### src/rtl/octal_sub_seq.sv
// rtl/octal_sub_seq.sv - digit-serial octal subtractor, one digit per clock, LSD first.
// Define OCTAL_SUB_SAT_EN to clamp negative results to zero (B_out still reports the borrow).
module octal_sub_seq #(
  parameter int DIGITS = 3
) (
  input  logic                  clk,
  input  logic                  rst_n,
  input  logic                  start,
  input  logic [3*DIGITS-1:0]   A,
  input  logic [3*DIGITS-1:0]   B,
  output logic [3*DIGITS-1:0]   diff,
  output logic                  B_out,
  output logic                  busy,
  output logic                  done
);

  localparam int W  = 3 * DIGITS;
  localparam int IW = (DIGITS > 1) ? $clog2(DIGITS) : 1;

  typedef enum logic {IDLE = 1'b0, CALC = 1'b1} state_t;

  state_t         r_state;
  state_t         w_next_state;
  logic [W-1:0]   r_a;
  logic [W-1:0]   r_b;
  logic [W-1:0]   r_res;
  logic           r_borrow;
  logic [IW-1:0]  r_idx;
  logic [3:0]     w_t;
  logic [W-1:0]   w_res_next;
  logic           w_last;

  // Operands shift right each step, so the active digit is always bits [2:0];
  // bit 3 of the 4-bit difference is the borrow and bits [2:0] equal t+8 when t<0.
  assign w_t        = {1'b0, r_a[2:0]} - {1'b0, r_b[2:0]} - {3'b000, r_borrow};
  assign w_res_next = W'({w_t[2:0], r_res} >> 3);
  assign w_last     = (r_idx == IW'(DIGITS - 1));

  always_ff @(posedge clk) begin
    if (!rst_n) begin
      r_state <= IDLE;
    end else begin
      r_state <= w_next_state;
    end
  end

  always_comb begin
    w_next_state = r_state;
    case (r_state)
      IDLE:    if (start)  w_next_state = CALC;
      CALC:    if (w_last) w_next_state = IDLE;
      default: w_next_state = IDLE;
    endcase
  end

  always_comb begin
    busy = (r_state == CALC);
  end

  always_ff @(posedge clk) begin
    if (!rst_n) begin
      r_a      <= '0;
      r_b      <= '0;
      r_res    <= '0;
      r_borrow <= 1'b0;
      r_idx    <= '0;
      diff     <= '0;
      B_out    <= 1'b0;
      done     <= 1'b0;
    end else begin
      done <= 1'b0;
      case (r_state)
        IDLE: begin
          if (start) begin
            r_a      <= A;
            r_b      <= B;
            r_res    <= '0;
            r_borrow <= 1'b0;
            r_idx    <= '0;
          end
        end
        CALC: begin
          r_a      <= r_a >> 3;
          r_b      <= r_b >> 3;
          r_res    <= w_res_next;
          r_borrow <= w_t[3];
          r_idx    <= r_idx + IW'(1);
          if (w_last) begin
            r_idx <= '0;
            B_out <= w_t[3];
            done  <= 1'b1;
`ifdef OCTAL_SUB_SAT_EN
            diff  <= w_t[3] ? '0 : w_res_next;
`else
            diff  <= w_res_next;
`endif
          end
        end
        default: ;
      endcase
    end
  end

endmodule

### config.mk
export PLATFORM = sky130hd
export DESIGN_NAME = octal_sub_seq
export DESIGN_NICKNAME = d
export VERILOG_FILES = /design/src/rtl/octal_sub_seq.sv
export SDC_FILE = /design/constraint.sdc
export NUM_CORES = 1
export LEC_CHECK = 0
export ABC_AREA = 1
export CAP_MARGIN = 20
export CORE_MARGIN = 8
export CORE_UTILIZATION = 45
export DETAILED_ROUTE_END_ITERATION = 12
export PLACE_DENSITY_LB_ADDON = 0.08
export SYNTH_ARGS = -nofsm -noshare
export SYNTH_HDL_FRONTEND = slang
export SYNTH_SLANG_ARGS = --single-unit
### constraint.sdc
create_clock -name clk -period 1.75 [get_ports clk]
set_clock_uncertainty 0.2 [all_clocks]
set_input_delay 0.175 -clock clk [delete_from_list [all_inputs] [get_ports clk]]
set_output_delay 0.175 -clock clk [all_outputs]
set_load 0.02 [all_outputs]
* Word-level counts from Yosys, hierarchy flattened
Index checks and enable logic that the tools add are counted.
Cells by class: div/mod/pow operators 0, add/subtract/negate cells 3, shifts and indexed selects 0, $mul 0, equal/unequal tests 2, bitwise gates (word level) 1, multiplexer cells 15, reductions and logical operators 2, magnitude comparators 0
Operators by type and width (count):
- 9-bit case mux with 2 select lines | 3
- 9-bit two-way mux | 3
- 1-bit two-way mux | 4
- 2-bit two-way mux | 2
- 1-bit case mux with 2 select lines | 2
- 2-bit case mux with 2 select lines | 1
- 2-bit AND reduction | 2
- 3-bit by 3-bit subtractor with 4-bit output | 1
- 4-bit by 1-bit subtractor with 4-bit output | 1
- 2-bit by 1-bit adder with 2-bit output (second input constant) | 1
- 2-bit == test (second input constant) | 1
- 2-bit != test (second input constant) | 1
- 1-bit NOT | 1
Word-level totals: latch bits 0, output and inout port bits 12, memories kept 0, bits in read-only memories 0, flip-flop bits (word level) 42, RAM bits 0, input bits 21

* Depth between registers and ports, before layout
Gate-level depths: netlist of the first run.
depth after elaboration 3, mapped depth 9, gate-level depth less buffers 9

* Worst setup path before layout of the first run
No wires, ideal clock.
path type register to register, start point register r_b[0], end point register r_res[8], cell stages (with the launch flop) 7, period minus slack after synthesis 1.875 ns, path slack -0.125 ns, required time 1.480 ns, arrival 1.605 ns, path through dfxtp_1 -> inv_1 -> fa_1 -> fa_1 -> xnor2_1 -> or2_0 -> a21oi_1
On the way: longest elaborated chain between the ends 3
Ends and longest elaborated chain:
- start: declaration | RTL line 25 | logic [W-1:0] r_b;
- start signal: assignment | RTL line 84 | r_b <= r_b >> 3;
- 3-bit by 3-bit subtractor with 4-bit output | RTL line 35 | assign w_t = {1'b0, r_a[2:0]} - {1'b0, r_b[2:0]} - {3'b000, r_borrow};
- 4-bit by 1-bit subtractor with 4-bit output | RTL line 35
- 9-bit case mux with 2 select lines | RTL line 72 | case (r_state)
- end signal: assignment | RTL line 85 | r_res <= w_res_next;
- end: declaration | RTL line 26 | logic [W-1:0] r_res;
No other way between the ends. A chain may end at the register's enable or synchronous reset.

* Worst setup path in the final report of the first run
start point register r_a[0], end point register r_borrow
On the way: longest elaborated chain between the ends 3
Ends and longest elaborated chain:
- start: declaration | RTL line 24 | logic [W-1:0] r_a;
- start signal: assignment | RTL line 83 | r_a <= r_a >> 3;
- 3-bit by 3-bit subtractor with 4-bit output | RTL line 35
- 4-bit by 1-bit subtractor with 4-bit output | RTL line 35
- 1-bit case mux with 2 select lines | RTL line 72
- end signal: assignment | RTL line 86 | r_borrow <= w_t[3];
- end: declaration | RTL line 27 | logic r_borrow;
No other way between the ends.

==> run metrics, run 1 <==
Core Box Area 3630 sq um; drt first-iter violations 76; Die ar. about 6000 sq um; fin crit share 1.11; antenna-violating nets left 0; P_leak 0.963 nW; Hold Path Cell Cnt 2; post-place instance area 2100 sq um; Peak VDD IR between 0.4 and 0.5 mV; Gate Count Post-Synth 206; reg2reg start r_a[0]; crit-path max FO 2; crit path kind flop to flop; HP Start B_out; Hold-fix buffers, CTS 0; Startpoint Class flop; die height 77.2 um; CTS Sinks 39; Via Count 1,440; maximum level of the CTS H-tree 2; Synthesized Nets 233; fin. max-slew vios 0; first-pass GRT wire length around 6.4 mm; Seq cells post-synth 39; status finished with violations; Yosys top cell area share 0.464; Initial Utilization 0.463; Finished Cell Area 2220 sq um; Crit path required time 1.76 ns; share of cells above drive strength 1 0.174; Clk Latency, worst-skew pair 0.29 ns; GR Overflow Total 0; Power Total 1.85 mW; commonest cells after routing, fill and taps aside nand2_1 (45), dfxtp_1 (36), clkdlybuf4s50_1 (32); Num CTS Buffers 5; nets 273; max_slew headroom 0.755; Slew @ Worst Pin about 0.37 ns; Synth area leader dfxtp_1; Ports 33; Pre-antenna DRT Iters 4; largest net degree at the start of global routing 25; Area Growth Syn to Fin 32.0%; detailed placement HPWL 2.80 mm; RePlAce Congestion 0.819; number of diodes 0; Setup violations, final 7; Fin. Hold Viols 0; Fmax achieved 513 MHz; # Post-CTS Setup Buffers 0; routed len/inst 13.1 um; vias in the first global route 1,464; RSZ-0062 raised after global routing true; Post-Syn Area 1680 sq um; PortBufs 32; commonest non-fill, non-tap cell in the layout nand2_1; synth warn 0; CTS tree built; CP endpoint kind flop; Reg2Reg Depth 8; # rows 22; width of the die 77.2 um; Cell variety after synth 28; HP Class flop to flop; All-Layer GR Usage 0.131; crit path launch r_a[0]; CTS root buffer clkbuf_8; register area share after synthesis 0.464; CTS max path bufs 2; WL final 3.87 mm; initial antenna violation count 0; top cells by area, synth dfxtp_1 (46%), nand2_1 (10%), inv_1 (6.2%), nand3_1 (5.7%), a21oi_1 (4.5%); crit path time final 1.95 ns; DR DRC count 0; clock-pin slew on the worst setup and hold paths 0.07 ns; Pwr Density 834 nW/um^2; number of max-cap violations 0; drt via density approximately 4.9; WP data arrival 1.96 ns; violations in the final reports setup timing; Mapped Avg Cell Area 8.17 sq um; setup TNS -0.679 ns; PnR worst setup slack -0.199 ns
==> kinds of logic (layout without fill, tap and decap cells) <==
| family | after synthesis | after routing | share of synthesized area |
|---|---|---|---|
| DFF | 39 | 39 | 0.464 |
| and+or+nand+nor | 77 | 77 | 0.204 |
| adders and majority gates | 6 | 6 | 0.0535 |
| AOI/OAI and AO/OA | 41 | 41 | 0.161 |
| buffers and inverters | 41 | 82 | 0.108 |
| xor gates and xnor gates | 2 | 2 | 0.0104 |
==> cells in the mapped netlist (all sizes together) <==
| library cell | instances |
|---|---|
| or2 | 1 |
| xor2 | 1 |
| a21oi | 15 |
| clkinv | 1 |
| nand3 | 20 |
| o211ai | 2 |
| nand4 | 1 |
| nor2 | 8 |
| a22o | 8 |
| xnor2 | 1 |
| buf | 7 |
| clkbuf | 1 |
| fa | 2 |
| o21ai | 12 |
| nand2 | 47 |
| dfxtp | 39 |
| a22oi | 2 |
| inv | 32 |
| a211oi | 2 |
| ha | 4 |
==> what timing repair did <==
action / CTS / global route
setup endpoints to repair: 8 / 8
pin swaps: 5 / 0
resized for setup: 7 / 2
==> area by class of cell <==
class                           count  area [sq um]
Clock buffer                        6          72.6
Clock inverter                      2          12.5
Fill cell                         365          1410
Inverter                           33           128
Multi-Input combinational cell    126           764
Sequential cell                    39           785
Tap cell                           48          60.1
Timing Repair Buffer               41           400
==> worst paths after layout <==
path / to / slack [ns]
max: r_borrow / -0.20
min: B_out / 0.26
max reg2reg: r_borrow / -0.20
min reg2reg: B_out / 0.26
==> per-stage QoR <==
stage	util	setup slack (ns)	std cells	hold slack [ns]
after floorplan	-	-0.0329	206	0.0805
after global placement	0.577	-0.0688	287	0.240
after detailed placement	0.577	-0.179	287	0.241
after CTS	0.608	-0.127	295	0.255
after global routing	0.612	-0.232	295	0.264
final	0.612	-0.199	295	0.259
==> power breakdown <==
part / switching [mW] / leakage (nW) / total (mW) / internal, mW
sequential: 0.0241 / 0.319 / 0.950 / 0.926
clock: 0.304 / 0.0412 / 0.583 / 0.278
combinational: 0.170 / 0.603 / 0.322 / 0.151
total: 0.499 / 0.963 / 1.85 / 1.36
==> metal layers <==
layer | share of wire | wire length, um | vias up | global-route usage
met5 | 0 | 0 | - | 0
met2 | 0.48 | 1880 | 36 | 0.218
li1 | - | - | 745 | -
met3 | 0.057 | 222 | 11 | 0.0571
met4 | 0.024 | 91 | 0 | 0.0547
met1 | 0.43 | 1680 | 648 | 0.141
==> registers in the layout, summed over array words and instances, names as in the netlist <==
| register | flops |
|---|---|
| B_out | 1 |
| busy | 1 |
| diff | 9 |
| done | 1 |
| r_a | 9 |
| r_b | 9 |
| r_borrow | 1 |
| r_idx | 2 |
| r_res | 6 |
==> critical path, cell delays in order, from the launching register on <==
cell     delay, ns
dfxtp_2       0.34
fa_2          0.59
inv_2         0.05
ha_4          0.15
o21ai_2       0.12
nand2_1       0.06
nand2_1       0.10
nand3_1       0.12
a21oi_2       0.15
Note: power is estimated with default switching activity, not from simulation.
==> run 2: changes to the inputs <==
Settings changed: CORE_MARGIN 8 to 2, CTS_CLUSTER_DIAMETER from default to 30, CTS_CLUSTER_SIZE from default to 14.
==> run metrics, run 2 (synthesis results as in run 1) <==
status finished with violations; violations in the final reports setup timing; drt first-iter violations 68; Buf+Inv Stages, Crit Path 1; Finished Cell Area 2270 sq um; crit path time final ~1.9 ns; Hold Path Cell Cnt 2; die height 65.2 um; Setup violations, final 8; number of diodes 0; clock-pin slew on the worst setup and hold paths 0.07 ns; post-place instance area ~2100 sq um; Num CTS Buffers 5; CTS max path bufs 2; Ports 33; number of max-cap violations 0; cell family with most CP delay adder cells; Via Count 1,502; largest net degree at the start of global routing 25; slowest stage delay, CP 0.59 ns; Core Box Area 3630 sq um; P_leak 0.994 nW; All-Layer GR Usage 0.198; reg2reg start r_a[0]; max_slew headroom 0.759; fin. max-slew vios 0; drt via density 5.06; WL final between 3 and 4 mm; crit-path max FO 2; Critical R2R Capture r_borrow; Crit path required time 1.77 ns; # rows 22; Initial Utilization 0.463; GR Overflow Total 0; Fmax achieved 526 MHz; routed len/inst 12.5 um; Power Total ~2.1 mW; maximum level of the CTS H-tree 2; slowest CP cell fa_2; DR DRC count 0; Reg2Reg Depth 8; Top Registers diff x9, r_a x9, r_b x9; width of the die 65.2 um; first-pass GRT wire length 6.39 mm; CTS Sinks 39; CTS tree built; fin crit share 1.09; Layout Utilization 0.625; antenna-violating nets left 0; CP endpoint kind flop; Die ar. 4250 sq um; flop-to-flop setup slack -0.15 ns; Peak VDD IR 0.529 mV; commonest non-fill, non-tap cell in the layout nand2_1; crit path cell chain fa_2 -> inv_2 -> ha_4 -> o21ai_2 -> nand2_1 -> nand2_1 -> nand3_1 -> a21oi_2; PortBufs 32; share of cells above drive strength 1 0.189; crit-path most repeated cell nand2_1; Pre-antenna DRT Iters 4; vias in the first global route 1,487; Pwr Density ~900 nW/um^2; detailed placement HPWL 2.70 mm; nets 275; Fillers around 350; WP data arrival between 1.5 and 2 ns; RePlAce Congestion between 0.7 and 0.8; Area Growth Syn to Fin 34.9%; HP Class flop to flop; HP Start B_out; Slew @ Worst Pin 0.361 ns; RSZ-0062 raised after global routing true; commonest cells after routing, fill and taps aside nand2_1 (45), dfxtp_1 (36), clkdlybuf4s50_1 (32); crit path kind flop to flop; hold endpoint B_out; initial antenna violation count 0; PnR worst setup slack -0.152 ns; Startpoint Class flop; Fin. Hold Viols 0; Clk Latency, worst-skew pair 0.29 ns; CTS root buffer clkbuf_8
==> run 2: area by class of cell <==
type                            instances  area (sq um)  area share
Sequential cell                        39           785       0.346
Multi-Input combinational cell        126           764       0.337
Clock buffer                            6          82.6      0.0364
Timing Repair Buffer                   43           415       0.183
Clock inverter                          2          35.0      0.0154
Inverter                               33           128      0.0562
Tap cell                               48          60.1      0.0265
==> run 2: worst min-delay path: stages (launching register included) <==
cell	delay, ns
dfxtp_1	0.32
nand2_1	0.06
nand2_1	0.05
==> run 2: repair_timing <==
item	in CTS	in global routing
setup buffers	0	1
endpoints found under the setup margin	8	8
pin swaps	7	2
hold buffers	0	0
resized for setup	7	3
==> run 2: power breakdown <==
part	total (mW)	switching, mW	internal, mW
Clock	0.776	0.315	0.461
Sequential	0.951	0.0250	0.926
Combinational	0.325	0.169	0.156
==> run 2: how the worst max path moves through the flow <==
stage | startpoint | endpoint | slack, ns | depth (start not counted)
after detailed placement | r_borrow | r_borrow | -0.19 | 9
after CTS | r_borrow | r_borrow | -0.16 | 9
after floorplan | r_a[0] | diff[6] | -0.03 | 4
after global routing | r_borrow | r_borrow | -0.22 | 9
after global placement | r_borrow | r_borrow | -0.07 | 8
final | r_a[0] | r_borrow | -0.15 | 8
==> run 2: through the flow <==
stage / hold slack [ns] / setup TNS (ns) / setup WS (ns) / std cells
after floorplan: 0.0805 / -0.0749 / -0.0329 / 206
after global placement: 0.240 / -0.217 / -0.0703 / 288
after detailed placement: 0.246 / -0.739 / -0.192 / 288
after CTS: 0.258 / -0.690 / -0.157 / 296
after global routing: 0.263 / -1.07 / -0.217 / 297
final: 0.262 / -0.603 / -0.152 / 297
==> run 2: per-layer routing <==
metal	global-route usage	wire, um
met1	0.223	1590
met5	0	0
met3	0.0428	157
met2	0.357	1890
met4	0.0885	81
